File: config.mk
export PLATFORM = sky130hd
export DESIGN_NAME = seg_spi_tx
export DESIGN_NICKNAME = d
export VERILOG_FILES = /design/src/rtl/seg_spi_tx.sv
export SDC_FILE = /design/constraint.sdc
export NUM_CORES = 1
export LEC_CHECK = 0
export CORE_ASPECT_RATIO = 0.6
export CORE_MARGIN = 1.5
export CORE_UTILIZATION = 57
export DETAILED_ROUTE_END_ITERATION = 10
export PLACE_DENSITY_LB_ADDON = 0.1
export SLEW_MARGIN = 10
export SYNTH_ARGS = -nofsm -noshare
export SYNTH_HDL_FRONTEND = slang
export SYNTH_SLANG_ARGS = --single-unit
File: constraint.sdc
create_clock -name clk_clk -period 3.3 [get_ports clk_clk]
set_input_delay 0.495 -clock clk_clk [delete_from_list [all_inputs] [get_ports clk_clk]]
set_output_delay 0.495 -clock clk_clk [all_outputs]
set_load 0.02 [all_outputs]
File: src/rtl/seg_spi_tx.sv
// seg_spi_tx: snapshots eight active-low seven-segment patterns and streams
// them to a MAX7219-style 8-digit driver over a 3-wire SPI link. A fixed
// five-word configuration runs after reset. After that a full frame is sent
// whenever a pattern changes or the free-running refresh tick fires.
module seg_spi_tx #(
   parameter int CLK_DIV        = 4,
   parameter int REFRESH_CYCLES = 50000
) (
   input  logic       clk_clk,
   input  logic       reset_reset_n,
   input  logic [6:0] seg0_in,
   input  logic [6:0] seg1_in,
   input  logic [6:0] seg2_in,
   input  logic [6:0] seg3_in,
   input  logic [6:0] seg4_in,
   input  logic [6:0] seg5_in,
   input  logic [6:0] seg6_in,
   input  logic [6:0] seg7_in,
   output logic       sclk,
   output logic       sdo,
   output logic       cs_n,
   output logic       busy,
   output logic       frame_done
);

   localparam int PW = (CLK_DIV > 1) ? $clog2(CLK_DIV) : 1;
   localparam int RW = $clog2(REFRESH_CYCLES);
   localparam logic [PW-1:0] PHASE_LAST = PW'(CLK_DIV - 1);
   localparam logic [RW-1:0] REF_LAST   = RW'(REFRESH_CYCLES - 1);

   typedef enum logic [1:0] {
      ST_INIT,
      ST_IDLE,
      ST_FRAME
   } state_t;

   state_t        state;
   state_t        next_state;
   logic [2:0]    idx;
   logic [2:0]    next_idx;

   logic [6:0]    seg_live [8];
   logic [6:0]    snap     [8];

   logic [RW-1:0] ref_cnt;
   logic          tick;
   logic          change;
   logic          pend;

   logic [PW-1:0] phase_cnt;
   logic [3:0]    bit_cnt;
   logic [15:0]   shreg;
   logic          in_gap;
   logic          gap_half;
   logic          launch;

   logic          phase_end;
   logic          word_end;
   logic          gap_end;
   logic          load_en;
   logic [15:0]   load_val;
   logic          capture;
   logic          start_gap;
   logic          set_done;

   assign seg_live[0] = seg0_in;
   assign seg_live[1] = seg1_in;
   assign seg_live[2] = seg2_in;
   assign seg_live[3] = seg3_in;
   assign seg_live[4] = seg4_in;
   assign seg_live[5] = seg5_in;
   assign seg_live[6] = seg6_in;
   assign seg_live[7] = seg7_in;

   // Configuration words: no decode, intensity 8, scan all digits, normal mode, test off.
   function automatic logic [15:0] init_word(input logic [2:0] i);
      case (i)
         3'd0:    init_word = 16'h0900;
         3'd1:    init_word = 16'h0A08;
         3'd2:    init_word = 16'h0B07;
         3'd3:    init_word = 16'h0C01;
         default: init_word = 16'h0F00;
      endcase
   endfunction

   // Digit register address i+1; segments are inverted to active-high, DP=0 then A..G.
   function automatic logic [15:0] digit_word(input logic [2:0] i, input logic [6:0] s);
      digit_word = {4'h0, {1'b0, i} + 4'd1,
                    1'b0, ~s[0], ~s[1], ~s[2], ~s[3], ~s[4], ~s[5], ~s[6]};
   endfunction

   assign phase_end = (phase_cnt == PHASE_LAST);
   assign word_end  = !cs_n && sclk && phase_end && (bit_cnt == 4'd0);
   assign gap_end   = in_gap && gap_half && phase_end;
   assign tick      = (ref_cnt == REF_LAST);

   // Any live input that differs from the frozen snapshot requests a new frame.
   always_comb begin
      change = 1'b0;
      for (int i = 0; i < 8; i++) begin
         if (seg_live[i] != snap[i]) change = 1'b1;
      end
   end

   // Next-state logic: decides which word to launch next and when frames start and end.
   always_comb begin
      next_state = state;
      next_idx   = idx;
      load_en    = 1'b0;
      load_val   = '0;
      capture    = 1'b0;
      start_gap  = 1'b0;
      set_done   = 1'b0;
      case (state)
         ST_INIT: begin
            if (launch) begin
               load_en  = 1'b1;
               load_val = init_word(idx);
            end else if (word_end) begin
               start_gap = 1'b1;
            end else if (gap_end) begin
               load_en = 1'b1;
               if (idx == 3'd4) begin
                  next_state = ST_FRAME;
                  next_idx   = 3'd0;
                  capture    = 1'b1;
                  load_val   = digit_word(3'd0, seg_live[0]);
               end else begin
                  next_idx = idx + 3'd1;
                  load_val = init_word(idx + 3'd1);
               end
            end
         end
         ST_IDLE: begin
            if (pend) begin
               next_state = ST_FRAME;
               next_idx   = 3'd0;
               capture    = 1'b1;
               load_en    = 1'b1;
               load_val   = digit_word(3'd0, seg_live[0]);
            end
         end
         ST_FRAME: begin
            if (frame_done) begin
               next_state = ST_IDLE;
            end else if (word_end) begin
               if (idx == 3'd7) set_done = 1'b1;
               else             start_gap = 1'b1;
            end else if (gap_end) begin
               next_idx = idx + 3'd1;
               load_en  = 1'b1;
               load_val = digit_word(idx + 3'd1, snap[idx + 3'd1]);
            end
         end
         default: begin
            next_state = ST_INIT;
            next_idx   = 3'd0;
         end
      endcase
   end

   // State register, word index and busy flag (busy drops the cycle after frame_done).
   always_ff @(posedge clk_clk or negedge reset_reset_n) begin
      if (!reset_reset_n) begin
         state <= ST_INIT;
         idx   <= 3'd0;
         busy  <= 1'b0;
      end else begin
         state <= next_state;
         idx   <= next_idx;
         busy  <= (next_state != ST_IDLE);
      end
   end

   // Free-running refresh counter, pending-frame flag and input snapshot.
   always_ff @(posedge clk_clk or negedge reset_reset_n) begin
      if (!reset_reset_n) begin
         ref_cnt <= '0;
         pend    <= 1'b0;
         for (int i = 0; i < 8; i++) snap[i] <= 7'h00;
      end else begin
         ref_cnt <= tick ? '0 : ref_cnt + RW'(1);
         if (capture) begin
            pend <= tick;
            for (int i = 0; i < 8; i++) snap[i] <= seg_live[i];
         end else if (tick || change) begin
            pend <= 1'b1;
         end
      end
   end

   // SPI word engine: 16 bits of low/high sclk phases, then a two-phase cs_n gap.
   always_ff @(posedge clk_clk or negedge reset_reset_n) begin
      if (!reset_reset_n) begin
         cs_n       <= 1'b1;
         sclk       <= 1'b0;
         sdo        <= 1'b0;
         shreg      <= '0;
         bit_cnt    <= 4'd0;
         phase_cnt  <= '0;
         in_gap     <= 1'b0;
         gap_half   <= 1'b0;
         frame_done <= 1'b0;
         launch     <= 1'b1;
      end else begin
         launch     <= 1'b0;
         frame_done <= set_done;
         if (load_en) begin
            cs_n      <= 1'b0;
            sclk      <= 1'b0;
            sdo       <= load_val[15];
            shreg     <= {load_val[14:0], 1'b0};
            bit_cnt   <= 4'd15;
            phase_cnt <= '0;
            in_gap    <= 1'b0;
            gap_half  <= 1'b0;
         end else if (word_end) begin
            cs_n      <= 1'b1;
            sclk      <= 1'b0;
            sdo       <= 1'b0;
            phase_cnt <= '0;
            in_gap    <= start_gap;
            gap_half  <= 1'b0;
         end else if (!cs_n || in_gap) begin
            if (phase_end) begin
               phase_cnt <= '0;
               if (in_gap) begin
                  gap_half <= 1'b1;
               end else if (!sclk) begin
                  sclk <= 1'b1;
               end else begin
                  sclk    <= 1'b0;
                  sdo     <= shreg[15];
                  shreg   <= {shreg[14:0], 1'b0};
                  bit_cnt <= bit_cnt - 4'd1;
               end
            end else begin
               phase_cnt <= phase_cnt + PW'(1);
            end
         end
      end
   end

endmodule
==> results.yml <==
timing:
  setup_violations: 0
  slew_headroom: 0.476
  skew_ps: 14.8
  worst_pin_slew_ps: 786
  post-route-min-period_ps: 2570
  layout_setup_ws_ps: 730
  drv_slew: 0
  hold_viol: 0
  timing.hold.ws_ps: 206
  rsz0062_at_grt: "false"
  period_share: 0.779
  fmax_mhz: 389
  tns_ps: 0
power_and_ir_drop:
  report.power.total_mw: 2.58
  leakage_nw: 3.14
  peakVddDrop_v: 0.000247
  powerDensity_nw_per_um2: 374
grt:
  grt_pass1_vias: 4080
  antenna_found_initial: 0
  grt_first_pass_wirelength_um: 22500
  gr-total-overflow: 0
  track_usage: 0.273
  grt_max_degree: 72
clock_tree:
  cts_tree: "done"
  cts_htree_levels: 3
  cts_setup_buffers: 0
  clockBufferDepth: 2
  insertion_delay_ps: 360
  cts_buffers: 9
  cts_hold_buf: 0
  cts_root_buffer: "clkbuf_16"
  clkTransAtPathRegs_ps: 80
  cts_resized: 0
  clock_sinks: 107
floorplan:
  rows: 28
  coreArea_um2: 9950
  die_width_um: 134
  num_io_pins: 63
  die_height_um: 81.8
  start_util: 0.593
  die-area_um2: 11000
place:
  routabilityCongestion: 0.938
  placed_area_um2: 6600
  io_buffers: 62
  pre_cts_ws_ps: 739
  dp.cells: 719
  dp_hpwl_um: 10500
drt:
  first_pass_iters: 5
  route.vias.total: 4393
  route.detailed.drc: 0
  drtAntennaViolNets: 0
  wl_per_cell_um: 19.0
  first_iter_violations: 325
  vias_per_cell: 5.98
  postRouteWirelength_um: 14000
logic_synthesis:
  yosys-top-cells-area: "dfrtp_1, mux2_2, xor2_1, mux4_2, nand2_1"
  synth_cells: 538
  yosysUniqueCellTypes: 59
  synth_edf_count: 0
  ys_seq_area_frac: 0.454
  async_flop_share: 1.00
  avgSynthCellArea_um2: 11.0
  syn_area_um2: 5900
  synth_top_flop_cell: "dfrtp_1"
  yosys.area.top_type: "dfrtp_1"
  synth_seq_cells: 107
  yosysWarnings: 0
  synth_fp_nets: 606
  netlist.area_leader.share: 0.445
worst_setup_path:
  reg2reg_setup_slack_ps: 730
  slowest_delay_ps: 510
  cp_max_fo: 20
  critPathSlowestCell: "a311oi_1"
  r2r.worst_path.cells: 7
  worstSetupStartpointType: "register"
  path_class: "register to register"
  crit_chain: "ha_1 > and2_1 > a21oi_4 > o21ai_1 > and2_1 > a311oi_1 > a22oi_1"
  crit_start: "phase_cnt[0]"
  r2r_start: "phase_cnt[0]"
  crit_arrival_ps: 2760
  end_kind: "register"
  cp_common_cell: "and2_1"
  critPathRequiredTime_ps: 3490
  crit_path_end: "shreg[4]"
  worstReg2RegEnd: "shreg[4]"
finish:
  fillCellCount: 764
  area_growth_pct: 16.8
  n_antenna_cell: 0
  final_area_um2: 6890
  fin_nets: 663
  fin_util: 0.693
  drive_gt1_frac: 0.160
  instances_no_fill: 735
hold_path:
  hold_class: "primary input to async pin"
run_status:
  outcome: "finished, final reports clean"
run:
  cap_violations: 0
cells in the mapped netlist (3+ instances only):
cell type  number
ha_1           10
nor2b_1         8
nor2_1         25
a311oi_1        3
o21ai_0        16
nand3_1        12
nand4_1         8
a221oi_1        7
buf_6           7
and3_1          4
nor4_1         13
mux4_2         13
a22o_1          3
clkbuf_1       10
buf_2           5
mux2i_1        10
a21oi_1        14
and2_1          3
a31oi_1         8
xnor2_1        15
o22ai_1         8
nor3_1         12
o2111ai_1       3
inv_1          33
dfrtp_1       105
nand2b_1        7
a22oi_1         5
xor2_1         37
nand2_1        50
mux2_2         49
o31ai_1         3
power breakdown:
group          internal (mW)  switching, mW  total (mW)  leakage, nW
clock                  0.546          0.511        1.06        0.136
combinational         0.0934         0.0973       0.191         1.62
sequential              1.32        0.00866        1.33         1.39
total                   1.96          0.617        2.58         3.14
flip-flops by register name, summed over array words and instances (netlist names), 2 cells and up:
name,cells
phase_cnt,2
state,2
ref_cnt,16
idx,3
bit_cnt,4
shreg,15
snap,56
layer usage:
layer / up-vias / GRT usage / routed length [µm]
li1: 2046 / - / -
met1: 2172 / 0.427 / 7050
met2: 166 / 0.381 / 5690
met3: 9 / 0.0679 / 1170
met4: 0 / 0.0559 / 93
met5: - / 0 / 0
placed cells by master (no fill, tap or decap), types with 3 or more instances in the layout:
master / n
dfrtp_1: 105
and3_1: 4
nor4_1: 13
xnor2_1: 15
o31ai_1: 3
a22o_1: 3
o2111ai_1: 3
clkbuf_16: 9
mux2i_1: 10
nor3_1: 12
nand2_1: 50
mux2_2: 49
a311oi_1: 3
a21oi_1: 14
o21ai_0: 16
nand4_1: 8
inv_1: 33
xor2_1: 37
mux4_2: 13
nor2_1: 25
a221oi_1: 7
ha_1: 10
a22oi_1: 5
and2_1: 3
buf_4: 7
nand3_1: 12
a31oi_1: 8
nand2b_1: 7
nor2b_1: 8
clkdlybuf4s50_1: 61
o22ai_1: 8
area by class of cell:
cell class              instances  area [µm²]  share of cell area
flip-flops and latches        107        2680               0.389
inverters                      33         124              0.0180
well taps                     135         169              0.0245
repair buffers                 69         683              0.0991
clock buffers                  11         243              0.0352
clock inverters                 5        46.3             0.00672
multi-input cells             375        2950               0.427
worst max-delay path, delay by kind of cell, from the launching register on:
kind / cells / cell delay [ps]
flip-flops: 1 / 400
AO/OA/AOI/OAI: 4 / 1010
AND/OR/NAND/NOR: 2 / 680
adder cells (fa/ha/maj): 1 / 310
worst min-delay path by stage:
stage | start | to | cells after the start | slack [ps]
floorplan | reset_reset_n | bit_cnt[0] | 0 | 200
global placement | ref_cnt[13] | ref_cnt[13] | 1 | 490
detailed placement | ref_cnt[13] | ref_cnt[13] | 1 | 500
CTS | reset_reset_n | snap[7] | 1 | 240
global route | reset_reset_n | snap[11] | 1 | 260
finish | reset_reset_n | snap[8] | 1 | 210
cells by family (layout without fill, tap and decap cells):
logic type,count (synthesis),count (layout),synth area share
mux,73,73,0.165
compound gates,87,87,0.104
fa+ha+maj,10,10,0.0212
xor+xnor,52,52,0.0772
buf+inv,56,118,0.0462
simple gates,152,152,0.132
flops,107,107,0.454
other cells,1,1,0.000636
No activity file was read; power rests on OpenSTA's default activity.
